### config.mk
export PLATFORM = sky130hd
export DESIGN_NAME = nand_latch_decoder_flat
export DESIGN_NICKNAME = d
export VERILOG_FILES = /design/src/rtl/nand_if_pkg.sv /design/src/rtl/nand_latch_decoder_if.sv /design/src/rtl/nand_pin_sync.sv /design/src/rtl/nand_latch_decoder.sv /design/src/flat_wrapper.sv
export SDC_FILE = /design/constraint.sdc
export NUM_CORES = 1
export LEC_CHECK = 0
export CAP_MARGIN = 20
export CELL_PAD_IN_SITES_DETAIL_PLACEMENT = 1
export CELL_PAD_IN_SITES_GLOBAL_PLACEMENT = 1
export CORE_ASPECT_RATIO = 0.8
export CORE_UTILIZATION = 45
export CTS_BUF_LIST = sky130_fd_sc_hd__clkbuf_4
export DETAILED_ROUTE_END_ITERATION = 12
export GPL_TIMING_DRIVEN = 0
export PLACE_DENSITY = 0.92
export SYNTH_ARGS = -nofsm -noshare
export SYNTH_HDL_FRONTEND = slang
export SYNTH_HIERARCHICAL = 1
export SYNTH_SLANG_ARGS = --single-unit
### constraint.sdc
create_clock -name clk -period 2.4 [get_ports clk]
set_input_delay 0.48 -clock clk [delete_from_list [all_inputs] [get_ports clk]]
set_output_delay 0.48 -clock clk [all_outputs]
set_load 0.05 [all_outputs]
### src/rtl/nand_if_pkg.sv
// Shared definitions for the NAND command/address latch decoder.
// Holds the FSM state encoding, the cycle classification type and helper,
// the standard opcode constants and the default number of address cycles.
package nand_if_pkg;

    // Address cycles that follow a command when no override is given.
    localparam int DEFAULT_ADDR_BYTES = 4;

    // Decoder FSM: waiting for a command, or collecting address bytes.
    typedef enum logic [0:0] {
        ST_IDLE = 1'b0,
        ST_ADDR = 1'b1
    } state_e;

    // What a single WEx-latched bus cycle represents.
    typedef enum logic [1:0] {
        KIND_DATA    = 2'b00,
        KIND_CMD     = 2'b01,
        KIND_ADDR    = 2'b10,
        KIND_ILLEGAL = 2'b11
    } cycle_kind_e;

    // Standard NAND opcodes.
    localparam logic [7:0] OP_READ1       = 8'h00;
    localparam logic [7:0] OP_READ2       = 8'h30;
    localparam logic [7:0] OP_PROGRAM     = 8'h80;
    localparam logic [7:0] OP_PROG_CONFIRM = 8'h10;
    localparam logic [7:0] OP_ERASE       = 8'h60;
    localparam logic [7:0] OP_STATUS      = 8'h70;
    localparam logic [7:0] OP_RESET       = 8'hFF;

    // Classify a latched cycle from its CLE/ALE levels.
    function automatic cycle_kind_e classify_cycle(input logic cle, input logic ale);
        cycle_kind_e kind;
        case ({cle, ale})
            2'b10:   kind = KIND_CMD;
            2'b01:   kind = KIND_ADDR;
            2'b11:   kind = KIND_ILLEGAL;
            default: kind = KIND_DATA;
        endcase
        return kind;
    endfunction

endpackage

### src/rtl/nand_latch_decoder_if.sv
// Bus bundle between a NAND command/address initiator and the latch decoder.
// Pin side:    CEx (active-low), CLEx, ALEx, WEx (active-low), IOXx[7:0].
// Result side: cmd_out/cmd_valid, addr_out/addr_valid, proto_err.
// master = initiator / bench (drives pins), slave = decoder (drives results).
interface nand_latch_decoder_if #(
    parameter int ADDR_BYTES = nand_if_pkg::DEFAULT_ADDR_BYTES
);
    logic                      CEx;
    logic                      CLEx;
    logic                      ALEx;
    logic                      WEx;
    logic [7:0]                IOXx;
    logic [7:0]                cmd_out;
    logic                      cmd_valid;
    logic [8*ADDR_BYTES-1:0]   addr_out;
    logic                      addr_valid;
    logic                      proto_err;

    modport master (
        output CEx, CLEx, ALEx, WEx, IOXx,
        input  cmd_out, cmd_valid, addr_out, addr_valid, proto_err
    );

    modport slave (
        input  CEx, CLEx, ALEx, WEx, IOXx,
        output cmd_out, cmd_valid, addr_out, addr_valid, proto_err
    );
endinterface

### src/rtl/nand_pin_sync.sv
// Multi-stage synchronizer for the NAND control pins and IO bus, plus
// rising-edge detection of the synchronized WEx and CEx.
// Ports: clk, reset (async active-low); *_pin raw inputs; *_sync last
// synchronizer stage; we_rise / ce_rise single-cycle edge indications.
// WEx and CEx (active-low) reset to 1 so reset release never looks like an edge.
module nand_pin_sync #(
    parameter int SYNC_STAGES = 2
) (
    input  logic       clk,
    input  logic       reset,
    input  logic       ce_pin,
    input  logic       cle_pin,
    input  logic       ale_pin,
    input  logic       we_pin,
    input  logic [7:0] io_pin,
    output logic       ce_sync,
    output logic       cle_sync,
    output logic       ale_sync,
    output logic [7:0] io_sync,
    output logic       we_rise,
    output logic       ce_rise
);
    logic [SYNC_STAGES-1:0]       ce_sync_r;
    logic [SYNC_STAGES-1:0]       cle_sync_r;
    logic [SYNC_STAGES-1:0]       ale_sync_r;
    logic [SYNC_STAGES-1:0]       we_sync_r;
    logic [SYNC_STAGES-1:0][7:0]  io_sync_r;
    logic                         we_prev_r;
    logic                         ce_prev_r;

    // Shift every pin through its synchronizer chain and keep the previous
    // synced WEx/CEx for edge detection.
    always_ff @(posedge clk or negedge reset) begin
        if (!reset) begin
            ce_sync_r  <= {SYNC_STAGES{1'b1}};
            we_sync_r  <= {SYNC_STAGES{1'b1}};
            cle_sync_r <= {SYNC_STAGES{1'b0}};
            ale_sync_r <= {SYNC_STAGES{1'b0}};
            io_sync_r  <= {SYNC_STAGES{8'h00}};
            we_prev_r  <= 1'b1;
            ce_prev_r  <= 1'b1;
        end else begin
            ce_sync_r  <= {ce_sync_r[SYNC_STAGES-2:0], ce_pin};
            we_sync_r  <= {we_sync_r[SYNC_STAGES-2:0], we_pin};
            cle_sync_r <= {cle_sync_r[SYNC_STAGES-2:0], cle_pin};
            ale_sync_r <= {ale_sync_r[SYNC_STAGES-2:0], ale_pin};
            io_sync_r  <= {io_sync_r[SYNC_STAGES-2:0], io_pin};
            we_prev_r  <= we_sync_r[SYNC_STAGES-1];
            ce_prev_r  <= ce_sync_r[SYNC_STAGES-1];
        end
    end

    assign ce_sync  = ce_sync_r[SYNC_STAGES-1];
    assign cle_sync = cle_sync_r[SYNC_STAGES-1];
    assign ale_sync = ale_sync_r[SYNC_STAGES-1];
    assign io_sync  = io_sync_r[SYNC_STAGES-1];
    assign we_rise  = we_sync_r[SYNC_STAGES-1] & ~we_prev_r;
    assign ce_rise  = ce_sync_r[SYNC_STAGES-1] & ~ce_prev_r;

endmodule

### src/rtl/nand_latch_decoder.sv
// Target-side decoder for the NAND command/address latch protocol.
// Oversamples the NAND pins, latches a cycle on each synced WEx rising edge
// with CEx low, and reports commands and reassembled (LSB-first) addresses.
// Ports: clk; reset (async active-low); bus (slave modport) carrying the pins
// in and cmd_out/cmd_valid, addr_out/addr_valid, proto_err out. All result
// signals are registered; the valid/error outputs are single-cycle pulses.
module nand_latch_decoder
    import nand_if_pkg::*;
#(
    parameter int ADDR_BYTES  = DEFAULT_ADDR_BYTES,
    parameter int SYNC_STAGES = 2
) (
    input  logic                 clk,
    input  logic                 reset,
    nand_latch_decoder_if.slave  bus
);
    localparam int ADDR_W = 8 * ADDR_BYTES;
    localparam int CNT_W  = (ADDR_BYTES > 1) ? $clog2(ADDR_BYTES) : 1;
    localparam logic [CNT_W-1:0] CNT_LAST = CNT_W'(ADDR_BYTES - 1);
    localparam logic [CNT_W-1:0] CNT_ONE  = CNT_W'(1);

    logic              ce_sync_s;
    logic              cle_sync_s;
    logic              ale_sync_s;
    logic [7:0]        io_sync_s;
    logic              we_rise_s;
    logic              ce_rise_s;

    state_e            state_r;
    state_e            state_nxt_s;
    logic [CNT_W-1:0]  count_r;
    logic [CNT_W-1:0]  count_nxt_s;
    logic [ADDR_W-1:0] shadow_r;
    logic [ADDR_W-1:0] shadow_nxt_s;
    logic [7:0]        cmd_out_r;
    logic [7:0]        cmd_out_nxt_s;
    logic [ADDR_W-1:0] addr_out_r;
    logic [ADDR_W-1:0] addr_out_nxt_s;
    logic              cmd_valid_r;
    logic              cmd_valid_nxt_s;
    logic              addr_valid_r;
    logic              addr_valid_nxt_s;
    logic              proto_err_r;
    logic              proto_err_nxt_s;
    logic              latch_s;
    cycle_kind_e       kind_s;

    nand_pin_sync #(
        .SYNC_STAGES (SYNC_STAGES)
    ) u_pin_sync (
        .clk      (clk),
        .reset    (reset),
        .ce_pin   (bus.CEx),
        .cle_pin  (bus.CLEx),
        .ale_pin  (bus.ALEx),
        .we_pin   (bus.WEx),
        .io_pin   (bus.IOXx),
        .ce_sync  (ce_sync_s),
        .cle_sync (cle_sync_s),
        .ale_sync (ale_sync_s),
        .io_sync  (io_sync_s),
        .we_rise  (we_rise_s),
        .ce_rise  (ce_rise_s)
    );

    // Next-state, address assembly and result pulses for each latch or CEx event.
    always_comb begin
        state_nxt_s      = state_r;
        count_nxt_s      = count_r;
        shadow_nxt_s     = shadow_r;
        cmd_out_nxt_s    = cmd_out_r;
        addr_out_nxt_s   = addr_out_r;
        cmd_valid_nxt_s  = 1'b0;
        addr_valid_nxt_s = 1'b0;
        proto_err_nxt_s  = 1'b0;
        kind_s           = classify_cycle(cle_sync_s, ale_sync_s);
        // A latch needs the chip selected in the same synced stage as the edge.
        latch_s          = we_rise_s & ~ce_sync_s;

        if (latch_s) begin
            case (kind_s)
                KIND_CMD: begin
                    // A command while collecting address means the address was cut short;
                    // the new command is still accepted.
                    if (state_r == ST_ADDR) begin
                        proto_err_nxt_s = 1'b1;
                    end else begin
                        proto_err_nxt_s = 1'b0;
                    end
                    cmd_out_nxt_s   = io_sync_s;
                    cmd_valid_nxt_s = 1'b1;
                    count_nxt_s     = {CNT_W{1'b0}};
                    shadow_nxt_s    = {ADDR_W{1'b0}};
                    state_nxt_s     = ST_ADDR;
                end
                KIND_ADDR: begin
                    if (state_r == ST_IDLE) begin
                        proto_err_nxt_s = 1'b1;
                    end else begin
                        shadow_nxt_s[8*int'(count_r) +: 8] = io_sync_s;
                        if (count_r == CNT_LAST) begin
                            addr_out_nxt_s   = shadow_nxt_s;
                            addr_valid_nxt_s = 1'b1;
                            count_nxt_s      = {CNT_W{1'b0}};
                            state_nxt_s      = ST_IDLE;
                        end else begin
                            count_nxt_s = count_r + CNT_ONE;
                        end
                    end
                end
                KIND_ILLEGAL: begin
                    proto_err_nxt_s = 1'b1;
                end
                default: begin
                    // Data cycle: not ours to decode.
                    proto_err_nxt_s = 1'b0;
                end
            endcase
        end else if (ce_rise_s && (state_r == ST_ADDR)) begin
            // Deselect mid-address: drop the partial address.
            proto_err_nxt_s = 1'b1;
            count_nxt_s     = {CNT_W{1'b0}};
            shadow_nxt_s    = {ADDR_W{1'b0}};
            state_nxt_s     = ST_IDLE;
        end else begin
            state_nxt_s = state_r;
        end
    end

    // State, shadow and registered result outputs.
    always_ff @(posedge clk or negedge reset) begin
        if (!reset) begin
            state_r      <= ST_IDLE;
            count_r      <= {CNT_W{1'b0}};
            shadow_r     <= {ADDR_W{1'b0}};
            cmd_out_r    <= 8'h00;
            addr_out_r   <= {ADDR_W{1'b0}};
            cmd_valid_r  <= 1'b0;
            addr_valid_r <= 1'b0;
            proto_err_r  <= 1'b0;
        end else begin
            state_r      <= state_nxt_s;
            count_r      <= count_nxt_s;
            shadow_r     <= shadow_nxt_s;
            cmd_out_r    <= cmd_out_nxt_s;
            addr_out_r   <= addr_out_nxt_s;
            cmd_valid_r  <= cmd_valid_nxt_s;
            addr_valid_r <= addr_valid_nxt_s;
            proto_err_r  <= proto_err_nxt_s;
        end
    end

    assign bus.cmd_out    = cmd_out_r;
    assign bus.cmd_valid  = cmd_valid_r;
    assign bus.addr_out   = addr_out_r;
    assign bus.addr_valid = addr_valid_r;
    assign bus.proto_err  = proto_err_r;

endmodule

### src/flat_wrapper.sv
// flat-port wrapper written by rule: the top's interface ports become plain ports
module nand_latch_decoder_flat import nand_if_pkg::*;
#(
    parameter int ADDR_BYTES  = DEFAULT_ADDR_BYTES,
    parameter int SYNC_STAGES = 2
)
  (clk, reset, bus_CEx, bus_CLEx, bus_ALEx, bus_WEx, bus_IOXx, bus_cmd_out, bus_cmd_valid, bus_addr_out, bus_addr_valid, bus_proto_err);
  nand_latch_decoder_if #(.ADDR_BYTES(ADDR_BYTES)) bus_i ();
  input  logic clk;
  input  logic reset;
  input wire logic [$bits(bus_i.CEx)-1:0] bus_CEx;
  input wire logic [$bits(bus_i.CLEx)-1:0] bus_CLEx;
  input wire logic [$bits(bus_i.ALEx)-1:0] bus_ALEx;
  input wire logic [$bits(bus_i.WEx)-1:0] bus_WEx;
  input wire logic [$bits(bus_i.IOXx)-1:0] bus_IOXx;
  output wire logic [$bits(bus_i.cmd_out)-1:0] bus_cmd_out;
  output wire logic [$bits(bus_i.cmd_valid)-1:0] bus_cmd_valid;
  output wire logic [$bits(bus_i.addr_out)-1:0] bus_addr_out;
  output wire logic [$bits(bus_i.addr_valid)-1:0] bus_addr_valid;
  output wire logic [$bits(bus_i.proto_err)-1:0] bus_proto_err;
  assign bus_i.CEx = bus_CEx;
  assign bus_i.CLEx = bus_CLEx;
  assign bus_i.ALEx = bus_ALEx;
  assign bus_i.WEx = bus_WEx;
  assign bus_i.IOXx = bus_IOXx;
  assign bus_cmd_out = bus_i.cmd_out;
  assign bus_cmd_valid = bus_i.cmd_valid;
  assign bus_addr_out = bus_i.addr_out;
  assign bus_addr_valid = bus_i.addr_valid;
  assign bus_proto_err = bus_i.proto_err;
  nand_latch_decoder #(.ADDR_BYTES(ADDR_BYTES), .SYNC_STAGES(SYNC_STAGES)) u_core (.clk(clk), .reset(reset), .bus(bus_i));
endmodule
==> impl_results.md, run 1 <==
- CTS root buf: clkbuf_4
- Synth-to-Final Area Change: 21.1%
- First-pass GRT wire length: 19.3 mm
- Worst clock skew: 0.0171 ns
- Placement Setup Slack: -0.417 ns
- Asr flop ratio synth: 100%
- RD Place Congestion: 0.884
- Gr ovfl total: 0
- Latest clock arrival within the worst-skew pair: 0.46 ns
- Die Height: 90.0 µm
- Worst Setup SP: u_core/count_r[0]
- Minimum clock period: 2.28 ns
- Syn Area/Cell: 11.6 µm²
- Num Clock Sinks: 104
- Hold Crit Start: u_core/u_pin_sync/ce_sync_r[0]
- Main combinational cell family by area after synthesis: compound AO/OA/AOI/OAI gates
- Die W: 112 µm
- WL/cell: 20.7 µm
- Core Area: 9230 µm²
- Largest net degree at the start of global routing: 75
- Hold Fails Final Rpt: 0
- Nets@finish: 466
- #FFs+latches synth: 104
- Die Area: 10,100 µm²
- Critical path arrival: 2.66 ns
- Post-synth top cells: dfrtp_1, a21oi_1, inv_1, o32ai_1, a2bb2oi_1
- Vias/cell: 5.88
- RSZ-0062 raised after global routing: no
- IO Pins: 57
- Initial antenna violation count: 0
- Count leader, synth: dfrtp_1
- Max_cap viols: 0
- Synth Area in Compound Gates: 20.1%
- Diode count: 0
- CTS Buffer Depth: 2
- Fillers: 988
- Multi-input logic area: 1370 µm²
- Fmax: 0.438 GHz
- Detail Route Antenna Nets: 0
- Critical path type: register to register
- DRC: 1
- Port bufs: 56
- Crit. End Element: register
- Status: finished with violations
- DRT Pass-1 Iters: 8
- GRT Total Usage: 25.1%
- Post-DP HPWL: 8.18 mm
- Number of flops mapped to enable cells by yosys: 0
- TritonCTS buffer count: 9
- Synth warn: 6
- Vias in the first global route: 3,537
- Register area: 2610 µm²
- Initial core utilization: 47.2%
- Synth area leader: dfrtp_1
- Synth top area share: 56.3%
- Hold WS: 0.370 ns
- Adder-cell share of the synthesized area: 1.72%
- Synth cell types: 34
- Sequential share of the synthesized area: 59.9%
- Period utilization: 95.2%
- Tightest Pin Transition: 0.595 ns
- Failing checks: design-rule violations
- Pwr/cell area: 605 nW/µm²
- Leak pwr: 2.30 nW
- Post-Synthesis Cells: 374
- Synthesized net count: 394
- Reg-to-reg slack, setup: 0.12 ns
- # rows: 31
- XOR/XNOR share of the synthesized area: 0%
- CTS H-tree lvls: 3
- Total number of vias: 3,327
- Origin of the critical flop-to-flop path: u_core/count_r[0]
- Post-Synth Simple-Gate Area: 7.47%
- Maximum VDD drop: 0.427 mV
- Starting DRT DRC Count: 221
- Worst-path clk slew: 0.16 ns
- Worst Slack Setup Final: 0.115 ns
- Worst Setup Start Kind: register
- Crit-path max FO: 12
- Final WL: 11.7 mm
- Slew margin rel.: 60.3%
- Final non-filler cell total: 566
- Layout cell share with drive strength beyond 1: 14.6%
- Worst hold path type: register to register
- # setup viols final: 0
- Placed cell count: 546
- Worst EP required: 2.77 ns
- Synth Flop Type: dfrtp_1
- CTS tree: yes
- Multiplexer share of the synthesized area: 2.07%
- Mapped cell area: 4360 µm²
- Synth top area cells: dfrtp_1, a21oi_1, o32ai_1
- Slew Limit Fails: 0
cell families after synthesis:
kind of cell | count (synthesis)
AO/OA/AOI/OAI | 128
adder cells (fa/ha/maj) | 6
buffers and inverters | 83
flip-flops | 104
multiplexers | 8
AND/OR/NAND/NOR | 45
layout make-up:
type / instances / share of cell area (%)
flip-flops and latches: 104 / 49.5
plain buffers: 40 / 4.25
inverters: 43 / 3.06
clock inverters: 5 / 1.21
clock buffers: 11 / 1.57
multi-input cells: 187 / 26.0
repair buffers: 61 / 11.7
well taps: 115 / 2.73
metal layers:
metal	GRT usage, %	wire (µm)
met4	7.56	242
met2	40.1	5700
met3	7.28	792
met1	33.3	4960
met5	0	0
sequential cells by signal, summed over array words and instances, names as in the netlist, 2 cells and up:
| name | count |
|---|---|
| u_core/u_pin_sync/cle_sync_r | 2 |
| u_core/count_r | 2 |
| u_core/u_pin_sync/we_sync_r | 2 |
| u_core/shadow_r | 32 |
| u_core/bus.cmd_out | 8 |
| u_core/bus.addr_out | 32 |
| u_core/u_pin_sync/io_sync_r | 8 |
| u_core/u_pin_sync/ale_sync_r | 2 |
| u_core/u_pin_sync/io_sync | 8 |
| u_core/u_pin_sync/ce_sync_r | 2 |
critical path, cell delays in order (launching register included):
cell and delay (ns):
dfrtp_2 0.40, inv_1 0.06, clkbuf_2 0.22, ha_1 0.30
clkbuf_2 0.22, and4b_1 0.32, buf_2 0.23, nand4b_1 0.23
o32ai_1 0.22
stage by stage:
stage	power [mW]	instance area (µm²)	setup TNS, ns	utilization (%)
after floorplan	2.10	4360	0	-
after CTS	3.23	5260	0	56.9
after detailed placement	2.28	5080	-11.07	55.1
after global routing	3.32	5280	0	57.1
final	3.19	5280	0	57.1
after global placement	2.26	5060	-293.58	54.8
final timing paths:
path / to / cells past startpoint
worst min-delay path: u_core/u_pin_sync/ce_sync_r[1] / 0
worst max-delay path: u_core/shadow_r[12] / 8
worst max register to register: u_core/shadow_r[12] / 8
worst min register to register: u_core/u_pin_sync/ce_sync_r[1] / 0
min in group asynchronous: u_core/shadow_r[23] / 2
max in group asynchronous: u_core/bus.addr_out[11] / 3
cells in the final DEF, fill, tap and decap left out, types with 2 or more instances in the layout:
cell type and instances:
clkbuf_1 10, buf_4 13, o32ai_1 32, nand3b_1 8, clkdlybuf4s50_1 55, a32oi_1 8
nor2b_4 2, a21oi_1 58, nand2_1 2, clkbuf_2 3, and3_1 5, clkbuf_4 11
mux2_2 8, a31oi_1 9, nor4bb_1 3, o31ai_1 2, nand4b_1 2, inv_1 43
ha_1 6, buf_6 3, inv_6 2, buf_2 11, dfrtp_1 97, nand2b_1 10
and3b_1 2, buf_1 4, nand3_1 4, a2bb2oi_1 16, dfstp_2 6
where the power goes:
group | switching, mW | internal, mW | leakage [nW]
sequential | 0.0322 | 1.82 | 1.37
clock | 0.589 | 0.351 | 0.0781
combinational | 0.258 | 0.147 | 0.856
total | 0.879 | 2.31 | 2.30
what timing repair did:
action                     4_1_cts  5_1_grt
hold endpoints to repair        24        0
buffers inserted                 1        2
setup endpoints to repair       58       25
pin swaps                        1        0
hold buffers                     1        0
resized for setup                5        1
(Power assumes the default switching activity.)
==> inputs of run 2 (changes only) <==
--- a/config.mk
+++ b/config.mk
@@ -14,6 +14,7 @@
 export DETAILED_ROUTE_END_ITERATION = 12
 export GPL_TIMING_DRIVEN = 0
 export PLACE_DENSITY = 0.92
+export SKIP_LAST_GASP = 1
 export SYNTH_ARGS = -nofsm -noshare
 export SYNTH_HDL_FRONTEND = slang
 export SYNTH_HIERARCHICAL = 1
==> results of run 2 <==
No change in the layout: final DEF, timing and power equal those of run 1.
==> inputs of run 3 (changes only) <==
==> constraint.sdc (replaced) <==
create_clock -name clk -period 2.3 [get_ports clk]
set_input_delay 0.46 -clock clk [delete_from_list [all_inputs] [get_ports clk]]
set_output_delay 0.46 -clock clk [all_outputs]
set_load 0.05 [all_outputs]
==> run 3 against run 2 <==
Against the previous run:
- the run still ends with design-rule violations left
- largest power group unchanged
- power up 4.5%
- sequential share of layout area about the same
- global-route usage about the same
- clock skew about the same
- non-clock buffer count down 3
- clock power up 4.9%
- critical path depth unchanged
- count of clock-buffer cells in the layout unchanged
- register-to-register slack worse by 0.04 ns
==> impl_results.md, run 3 (same netlist as run 1, synthesis figures left out) <==
- Status: finished with violations
- Failing checks: design-rule violations
- Vias in the first global route: 3,541
- Crit. End Element: register
- # rows: 31
- WL/cell: 20.8 µm
- Port bufs: 56
- Tightest Pin Transition: 0.622 ns
- Most frequent cells in the layout: dfrtp_1, a21oi_1, clkdlybuf4s50_1
- Die Area: 10,100 µm²
- Leak pwr: 2.30 nW
- Starting DRT DRC Count: 215
- Initial core utilization: 47.2%
- Fmax: 0.449 GHz
- Worst hold path type: register to register
- Vias/cell: 5.87
- Initial antenna violation count: 0
- GRT Total Usage: 25.1%
- Worst clock skew: 0.0169 ns
- Critical path arrival: 2.60 ns
- CTS Buffer Depth: 2
- Largest net degree at the start of global routing: 75
- Critical path type: register to register
- IO Pins: 57
- Latest clock arrival within the worst-skew pair: 0.47 ns
- First-pass GRT wire length: 19.3 mm
- Most common cell after layout, fill and taps aside: dfrtp_1
- Slew margin rel.: 58.6%
- Total number of vias: 3,307
- Worst Setup Start Kind: register
- CTS tree: yes
- Core Area: 9230 µm²
- Maximum VDD drop: 0.446 mV
- Worst EP required: 2.67 ns
- Crit-path max FO: 12
- Gr ovfl total: 0
- Worst-path clk slew: 0.15 ns
- Nets@finish: 463
- Detail Route Antenna Nets: 0
- Placed Area: 5080 µm²
- Num Clock Sinks: 104
- Design Area, Final: 5280 µm²
- CTS root buf: clkbuf_4
- Die Height: 90.0 µm
- Hold Fails Final Rpt: 0
- Die W: 112 µm
- Period utilization: 96.8%
- TritonCTS buffer count: 9
- # setup viols final: 0
- CTS H-tree lvls: 3
- Post-DP HPWL: 8.18 mm
- Final WL: 11.7 mm
- Diode count: 0
- Slew Limit Fails: 0
- DRT Pass-1 Iters: 8
- Pwr/cell area: 632 nW/µm²
- Max_cap viols: 0
- DRC: 1
- Minimum clock period: 2.23 ns
- RD Place Congestion: 0.884
- Layout cell share with drive strength beyond 1: 15.2%
- Synth-to-Final Area Change: 21.2%
- TNS Setup: 0 ns
==> run 3: metrics by stage <==
| stage | setup slack [ns] | instances | total power [mW] | utilization, % | hold WS, ns |
|---|---|---|---|---|---|
| floorplan | 0.164 | 374 | 2.19 | - | 0.164 |
| global placement | -2.95 | 545 | 2.36 | 54.8 | 0.331 |
| detailed placement | -0.517 | 546 | 2.38 | 55.1 | 0.336 |
| CTS | 0.0669 | 565 | 3.38 | 57.1 | 0.355 |
| global route | -0.0106 | 563 | 3.46 | 57.2 | 0.341 |
| finish | 0.0741 | 563 | 3.34 | 57.2 | 0.370 |
==> run 3: repair_timing <==
| action | 4_1_cts | 5_1_grt |
|---|---|---|
| gates resized for setup | 6 | 5 |
| hold endpoints to repair | 24 | 0 |
| setup buffers | 2 | 0 |
| hold buffers | 1 | 0 |
| endpoints found under the setup margin | 64 | 13 |
| pin swaps | 1 | 0 |
==> run 3: per-layer routing <==
layer / track usage, % / vias up / wire length (µm)
met2: 40.1 / 114 / 5640
met5: 0 / - / 0
met4: 7.56 / 0 / 198
met1: 33.4 / 1692 / 5000
met3: 7.28 / 16 / 880
li1: - / 1485 / -
==> run 3: final cells by class <==
type                    count  area, µm²
well taps                 115        144
fillers                   984       3950
plain buffers              38        219
clock buffers              11       82.6
clock inverters             5       63.8
repair buffers             60        611
multi-input cells         187       1390
flip-flops and latches    104       2610
inverters                  43        161
==> run 3: power by group <==
group,leakage [nW],switching [mW],internal [mW]
logic,0.855,0.269,0.153
clock network,0.0781,0.621,0.367
registers,1.37,0.0342,1.89
==> run 3: critical path, cell delays in order, from the launching register on <==
cell and delay [ns]:
dfrtp_2 0.39, inv_1 0.05, clkbuf_2 0.22, ha_2 0.26
clkbuf_2 0.21, and4b_1 0.33, clkbuf_4 0.22, nand4b_1 0.25
o32ai_1 0.21
==> run 3: final timing paths <==
path | cells after the start | end | startpoint | slack, ns
max | 8 | u_core/shadow_r[11] | u_core/count_r[0] | 0.07
min | 0 | u_core/u_pin_sync/ce_sync_r[1] | u_core/u_pin_sync/ce_sync_r[0] | 0.37
max reg2reg | 8 | u_core/shadow_r[11] | u_core/count_r[0] | 0.07
min reg2reg | 0 | u_core/u_pin_sync/ce_sync_r[1] | u_core/u_pin_sync/ce_sync_r[0] | 0.37
max in group asynchronous | 3 | u_core/bus.addr_out[11] | reset | 1.16
min in group asynchronous | 2 | u_core/shadow_r[23] | reset | 0.46
